===== config.mk =====
export PLATFORM = sky130hd
export DESIGN_NAME = stream_to_vector
export DESIGN_NICKNAME = d
export VERILOG_FILES = /design/src/rtl/tpu_vec_pkg.sv /design/src/rtl/vec_hold_slot.sv /design/src/rtl/stream_to_vector.sv
export SDC_FILE = /design/constraint.sdc
export NUM_CORES = 1
export LEC_CHECK = 0
export ABC_AREA = 1
export CORE_MARGIN = 2
export CORE_UTILIZATION = 55
export CTS_CLUSTER_SIZE = 10
export DETAILED_ROUTE_END_ITERATION = 16
export GPL_TIMING_DRIVEN = 0
export PLACE_DENSITY = 0.78
export SETUP_SLACK_MARGIN = 0.1
export SLEW_MARGIN = 25
export SYNTH_ARGS = -nofsm -noshare
export SYNTH_HDL_FRONTEND = slang
export SYNTH_HIERARCHICAL = 1
export SYNTH_SLANG_ARGS = --single-unit

===== constraint.sdc =====
create_clock -name clk -period 3.4 [get_ports clk]
set_input_delay 0.51 -clock clk [delete_from_list [all_inputs] [get_ports clk]]
set_output_delay 0.51 -clock clk [all_outputs]
set_load 0.005 [all_outputs]

===== src/rtl/tpu_vec_pkg.sv =====
// Shared widths and counter sizing for the TPU vector stream blocks.
// Element counters must also represent the full-vector count, hence clog2(SIZE+1).
package tpu_vec_pkg;

  localparam int ELEM_W   = 4;
  localparam int VEC_SIZE = 16;

  function automatic int cnt_width(input int size);
    return $clog2(size + 1);
  endfunction

endpackage


===== src/rtl/vec_hold_slot.sv =====
// Output holding register: takes a vector plus element count on load, keeps it until drained.
// Latency: load -> out_valid next cycle. Backpressure: contents frozen while out_valid && !out_ready.
// slot_free tells the producer a load this cycle cannot overwrite an undelivered vector.
module vec_hold_slot
  import tpu_vec_pkg::*;
#(
  parameter int W = 8
) (
  input  logic         clk,
  input  logic         rst,
  input  logic         load,
  input  logic [W-1:0] load_data,
  input  logic         out_ready,
  output logic         out_valid,
  output logic [W-1:0] out_data,
  output logic         slot_free
);

  assign slot_free = !out_valid || out_ready;

  always_ff @(posedge clk) begin
    if (rst) begin
      out_valid <= 1'b0;
      out_data  <= '0;
    end else if (load) begin
      out_valid <= 1'b1;
      out_data  <= load_data;
    end else if (out_ready) begin
      out_valid <= 1'b0;
    end
  end

endmodule


===== src/rtl/stream_to_vector.sv =====
// Deserializer: SIZE elements of DWIDTH bits -> one vector; PARTIAL_FLUSH_EN adds in_last early close.
// Latency: last element accept -> out_valid next cycle; sustains 1 element/clk with no inter-vector gap.
// Backpressure: a completed vector parks in the assembly register; in_ready drops until the slot frees.
module stream_to_vector
  import tpu_vec_pkg::*;
#(
  parameter int DWIDTH = ELEM_W,
  parameter int SIZE   = VEC_SIZE,
  parameter int CNT_W  = cnt_width(SIZE)
) (
  input  logic                   clk,
  input  logic                   rst,
  input  logic                   in_valid,
  output logic                   in_ready,
  input  logic [DWIDTH-1:0]      in_data,
`ifdef PARTIAL_FLUSH_EN
  input  logic                   in_last,
`endif
  output logic                   out_valid,
  input  logic                   out_ready,
  output logic [SIZE*DWIDTH-1:0] out_data,
  output logic [CNT_W-1:0]       out_count
);

  localparam int VW = SIZE * DWIDTH;

  logic [CNT_W-1:0] cnt, asm_cnt, cnt_inc, slot_cnt;
  logic [VW-1:0]    asm_q, asm_next;
  logic             asm_full;
  logic             accept, last_el, complete, slot_free, load;
  logic [VW+CNT_W-1:0] load_word, slot_word;

  assign in_ready = !rst && !asm_full;
  assign accept   = in_valid && in_ready;
  assign cnt_inc  = cnt + CNT_W'(1);

`ifdef PARTIAL_FLUSH_EN
  assign last_el = (cnt == CNT_W'(SIZE - 1)) || in_last;
`else
  assign last_el = (cnt == CNT_W'(SIZE - 1));
`endif

  assign complete = accept && last_el;

  always_comb begin
    asm_next = asm_q;
    for (int k = 0; k < SIZE; k++) begin
      if (cnt == CNT_W'(k)) asm_next[k*DWIDTH +: DWIDTH] = in_data;
    end
  end

  // A parked vector always goes first; no element is accepted while it waits.
  assign load      = slot_free && (asm_full || complete);
  assign load_word = asm_full ? {asm_cnt, asm_q} : {cnt_inc, asm_next};

  always_ff @(posedge clk) begin
    if (rst) begin
      cnt      <= '0;
      asm_cnt  <= '0;
      asm_q    <= '0;
      asm_full <= 1'b0;
    end else if (asm_full) begin
      if (slot_free) begin
        asm_q    <= '0;
        asm_full <= 1'b0;
      end
    end else if (accept) begin
      if (complete) begin
        cnt <= '0;
        if (slot_free) begin
          asm_q <= '0;
        end else begin
          asm_q    <= asm_next;
          asm_cnt  <= cnt_inc;
          asm_full <= 1'b1;
        end
      end else begin
        cnt   <= cnt_inc;
        asm_q <= asm_next;
      end
    end
  end

  vec_hold_slot #(
    .W(VW + CNT_W)
  ) u_hold (
    .clk       (clk),
    .rst       (rst),
    .load      (load),
    .load_data (load_word),
    .out_ready (out_ready),
    .out_valid (out_valid),
    .out_data  (slot_word),
    .slot_free (slot_free)
  );

  assign out_data  = slot_word[VW-1:0];
  assign slot_cnt  = slot_word[VW +: CNT_W];
  assign out_count = out_valid ? slot_cnt : '0;

endmodule


# After elaboration in Yosys (flattened, before gate mapping)
# Cells that the tools add are included.
dict set report totals {
  reg_bits 145
  in_bits 8
  out_inout_bits 71
}
dict set report op_classes {
  muxes 30
  reduce_logical 15
  addsub 1
  bitwise 2
  n_eq_ne 16
}
# operator n
set ops {}
lappend ops {{2-to-1 mux 64 bit} 5}
lappend ops {{2-to-1 mux 69 bit} 1}
lappend ops {{2-to-1 mux 4 bit} 16}
lappend ops {{== test 5 x 4 -> 1 bit (second input constant)} 8}
lappend ops {{== test 5 x 3 -> 1 bit (second input constant)} 4}
lappend ops {{== test 5 x 2 -> 1 bit (second input constant)} 2}
lappend ops {{2-to-1 mux 5 bit} 2}
lappend ops {{2-to-1 mux 1 bit} 6}
lappend ops {{adder 5 x 1 -> 5 bit (second input constant)} 1}
lappend ops {{== test 5 x 1 -> 1 bit (second input constant)} 1}
lappend ops {{zero test 5 bit} 1}
lappend ops {{logical AND 1 bit} 4}
lappend ops {{AND reduction 2 bit} 2}
lappend ops {{AND reduction 4 bit} 1}
lappend ops {{nonzero test 2 bit} 2}
lappend ops {{zero test 1 bit} 3}
lappend ops {{logical OR 1 bit} 2}
lappend ops {{inequality test 2 x 1 -> 1 bit (second input constant)} 1}
lappend ops {{inverter 1 bit} 2}

# Longest topological paths before layout
dict set report depth {
  word_depth 7
  depth_mapped 11
  depth_no_buf 10
}

# Hierarchy
# Netlist, hierarchy kept.
# mod area_per_inst_um2 cells_each n_inst
set modules_own_cells {}
lappend modules_own_cells {stream_to_vector 4684.5 815 1}
lappend modules_own_cells {vec_hold_slot 2615.0 303 1}

# Least setup slack after synthesis
# OpenSTA, ideal clock, no wires.
dict set report synth_path {
  path_type {reg2reg}
  start {register cnt[0]}
  end {register asm_cnt[0]}
  setup_ns 0.128
  arrival_time_ns 1.743
  path_slack_ns 1.530
  stages_incl_launch_ff 11
  path_cell_list {dfxtp_1 -> ha_1 -> inv_1 -> nor2_1 -> ha_1 -> clkbuf_1 -> inv_1 -> nor2_2 -> nand2_1 -> a21oi_1 -> nor2_1}
}
dict set report synth_via {
  elab_chain_cells 3
}
# item line_no
set synth_rtl {}
lappend synth_rtl {{from (decl)} stream_to_vector.sv:27} ;# logic [CNT_W-1:0] cnt, asm_cnt, cnt_inc, slot_cnt;
lappend synth_rtl {{from (signal assigned)} stream_to_vector.sv:78} ;# cnt <= cnt_inc;
lappend synth_rtl {{parallel branches: the longest is 3 deep, another holds adder 5 x 1 -> 5 bit} --}
lappend synth_rtl {{to (signal assigned)} stream_to_vector.sv:74} ;# asm_cnt <= cnt_inc;
lappend synth_rtl {{to (decl)} stream_to_vector.sv:27}
# Several ways; the timed one is not identified.
# A chain may end at the register's enable or synchronous reset.

# Final worst setup path
dict set report layout_path {
  start {register cnt[0]}
  end {register u_hold.out_data[40]}
}
dict set report layout_via {
  elab_chain_cells 4
}
# item line_no
set layout_rtl {}
lappend layout_rtl {{== test 5 x 4 -> 1 bit} stream_to_vector.sv:40} ;# assign last_el = (cnt == CNT_W'(SIZE - 1));
lappend layout_rtl {{logical AND 1 bit} stream_to_vector.sv:43} ;# assign complete = accept && last_el;
lappend layout_rtl {{logical OR 1 bit} stream_to_vector.sv:53} ;# assign load = slot_free && (asm_full || complete);
lappend layout_rtl {{logical AND 1 bit} stream_to_vector.sv:53}
lappend layout_rtl {{named net load} stream_to_vector.sv:30} ;# logic accept, last_el, complete, slot_free, load;
lappend layout_rtl {{to (signal assigned)} vec_hold_slot.sv:27} ;# out_data <= load_data;
lappend layout_rtl {{to (decl)} vec_hold_slot.sv:15} ;# output logic [W-1:0] out_data,
# The timed path passes the listed nets, and every way through them passes these cells.

==> qor.csv <==
stage,metric,value,unit
setup_path,cp_cell_sequence,ha_1 -> inv_1 -> nor2_1 -> ha_1 -> nand4_1 -> nand2_1 -> buf_6 -> inv_6 -> buf_6 -> nor2_2 -> nor2_1,
sta,period_share,0.724,
sta,worst_pin_slew,0.655,ns
global_route,grt_pass1_vias,6558,
cts,cts_max_path_buffers,2,
pwr,pwr_density_cell,446,nW/um2
synthesis,yosys.area.top_type,dfxtp_1,
synthesis,synth-edff-count,0,
sta,rsz0062_at_grt,false,
cts,cts_inserted_buffers,17,
floorplan,rows,42,
cells_and_area,synthToLayoutAreaGrowth,22.9,%
setup_path,path_max_fanout,10,
sta,finalMaxSlewViolations,0,
sta,finalHoldViolCount,0,
sta,clock-skew-final,0.00606,ns
cells_and_area,final_layout_size_suffix_gt1_frac,0.118,
hold_path,hold_path_depth,2,
global_route,grt_usage,0.265,
synthesis,synth_cell_type_count,25,
setup_path,slowest_stage,dfxtp_1,
setup_path,r2r_end,u_hold/out_data[40],
synthesis,synth.top_cell.area_share,0.398,
routing,wl,18400,um
hold_path,worstHoldStart,asm_cnt[2],
floorplan,die_area,14200,um2
floorplan,die_y,119,um
cells_and_area,diodes,0,
synthesis,synth_nets,1132,
pwr,ir_drop,0.281,mV
routing,num_vias,7237,
global_route,grt_max_degree,17,
floorplan,initial_core_util,0.558,
sta,period_needed,2.46,ns
routing,vias_per_cell,5.15,
setup_path,crit_start,cnt[0],
setup_path,crit_required,3.71,ns
run_status,status,"finished, final reports clean",
global_route,antenna_found_initial,0,
cts,path_clk_slew,0.06,ns
routing,drt-pass1-iter-count,5,
hold_path,hold_class,reg2reg,
setup_path,critPathArrivalTime,2.78,ns
global_route,grt_overflow,0,
routing,drt-initial-drc-count,488,
synthesis,yosysSeqAreaShare,0.398,
sta,fmaxAchievable,406,MHz
synthesis,ys_seq_elements,145,
synthesis,ys.flop_type,dfxtp_1,
setup_path,r2r-start,cnt[0],
cts,clock_latency,0.42,ns
sta,relSlewSlack,0.563,
setup_path,rr_worst_depth,11,
floorplan,core_region_area,13100,um2
sta,setup_viol,0,
cts,numClockSinks,145,
cts,htree_levels,4,
cts,ctsHoldBuffers,0,
hold_path,holdPathEnd,asm_cnt[2],
floorplan,ios,79,
setup_path,reg2reg_setup_slack,0.94,ns
synthesis,avgSynthCellArea,6.53,um2
synthesis,synth_common_cells,"nor2_1 (323), dfxtp_1 (145), o21ai_0 (136)",
pwr,p_leak,3.90,nW
synthesis,netlist_instances,1118,
synthesis,synth.most_common_cell,nor2_1,
cts,cts-resized-gates,0,
routing,wl_per_cell,13.1,um
setup_path,critPathLaunchType,register,
synthesis,ys_warn_count,6,
setup_path,cp-end-kind,register,
cts,root_buffer,clkbuf_16,
placement,hpwl,12700,um
placement,dp.cells,1372,
cells_and_area,fin_cells,1404,
synthesis,synthTopCellsByArea,"dfxtp_1 (40%), nor2_1 (17%), o21ai_0 (9.3%)",
synthesis,async_reset_ff_frac,0,
floorplan,dieWidth,119,um
placement,numPortBuffers,78,
routing,ant_nets,0,
placement,gp_congestion,0.919,
job,drv_cap,0,
cts,cts_tree,yes,
cells_and_area,nets,1229,
cts,cts_setup_buffers,0,
setup_path,path_class,reg2reg,
routing,route.detailed.drc,0,
sta,fin_setup_tns,0,ns
global_route,grt_pass1_wl,30600,um
setup_path,critPathMaxStageDelay,0.55,ns
synthesis,synth_area,7300,um2
-- worst max path at each step --
stage                          endpoint  slack [ns]  depth (start not counted)
floorplan                    asm_cnt[0]        1.53                         10
global placement    u_hold/out_data[60]        0.74                          9
detailed placement  u_hold/out_data[63]        0.75                          9
CTS                 u_hold/out_data[40]        0.97                         11
global route        u_hold/out_data[22]        0.78                         11
finish              u_hold/out_data[40]        0.94                         11
-- layout make-up --
cell class | count | area, um2
Fill cell | 1147 | 4120
Multi-Input combinational cell | 808 | 3670
Sequential cell | 145 | 2900
Timing Repair Buffer | 78 | 781
Clock buffer | 21 | 460
Buffer | 76 | 383
Inverter | 89 | 339
Tap cell | 176 | 220
Clock inverter | 11 | 208
-- placed cells by master, fill, tap and decap left out, drive strengths merged --
cell	n
a31oi	1
xor2	2
clkinv	4
buf	36
clkinvlp	1
clkbuf	61
o21ai	136
inv	89
nand2	121
clkdlybuf4s50	78
nor2	394
bufinv	6
nand4	1
a22oi	1
nand3	124
a21oi	18
ha	6
dfxtp	145
or2	4
-- registers in the layout, indices dropped and copies added (netlist names) --
name / flops
u_hold/out_valid: 1
asm_cnt: 5
asm_q: 64
asm_full: 1
cnt: 5
u_hold/out_data: 69
-- metrics by stage --
stage               power (mW)  utilization  setup WS, ns  hold slack, ns  cell area (um2)
floorplan                 1.86            -          1.53           0.441             7300
global placement          1.92        0.634         0.737           0.454             8300
detailed placement        1.92        0.634         0.746           0.460             8300
CTS                       4.02        0.685         0.969           0.469             8970
global route              4.12        0.685         0.781           0.497             8970
finish                    4.00        0.685         0.939           0.467             8970
-- critical path: cells and delay by family, from the launching register on --
kind	cells	cell delay [ns]
AND/OR/NAND/NOR	5	0.84
flip-flops	1	0.55
adder cells (fa/ha/maj)	2	0.43
buffers and inverters	4	0.53
-- routing by layer --
| layer | part of all wire | vias up | wire [um] | track usage |
|---|---|---|---|---|
| met5 | 0 | - | 0 | 0 |
| met4 | 0.028 | 0 | 521 | 0.113 |
| met3 | 0.055 | 45 | 1020 | 0.0479 |
| met2 | 0.48 | 229 | 8740 | 0.446 |
| met1 | 0.44 | 3256 | 8110 | 0.335 |
| li1 | - | 3707 | - | - |
-- kinds of logic after synthesis --
group                    count (synthesis)  synth area share
AO/OA/AOI/OAI                          156             0.108
XOR/XNOR                                 2           0.00240
adder cells (fa/ha/maj)                  6            0.0103
buffers and inverters                  165            0.0989
flip-flops                             145             0.398
AND/OR/NAND/NOR                        644             0.383
-- report_power, final --
part	switching, mW	leakage, nW	internal [mW]	total, mW
clock network	0.702	0.327	1.41	2.11
registers	0.00453	1.17	1.71	1.71
logic	0.135	2.41	0.0464	0.182
total	0.842	3.90	3.16	4.00
No activity file was read; power rests on OpenSTA's default activity.
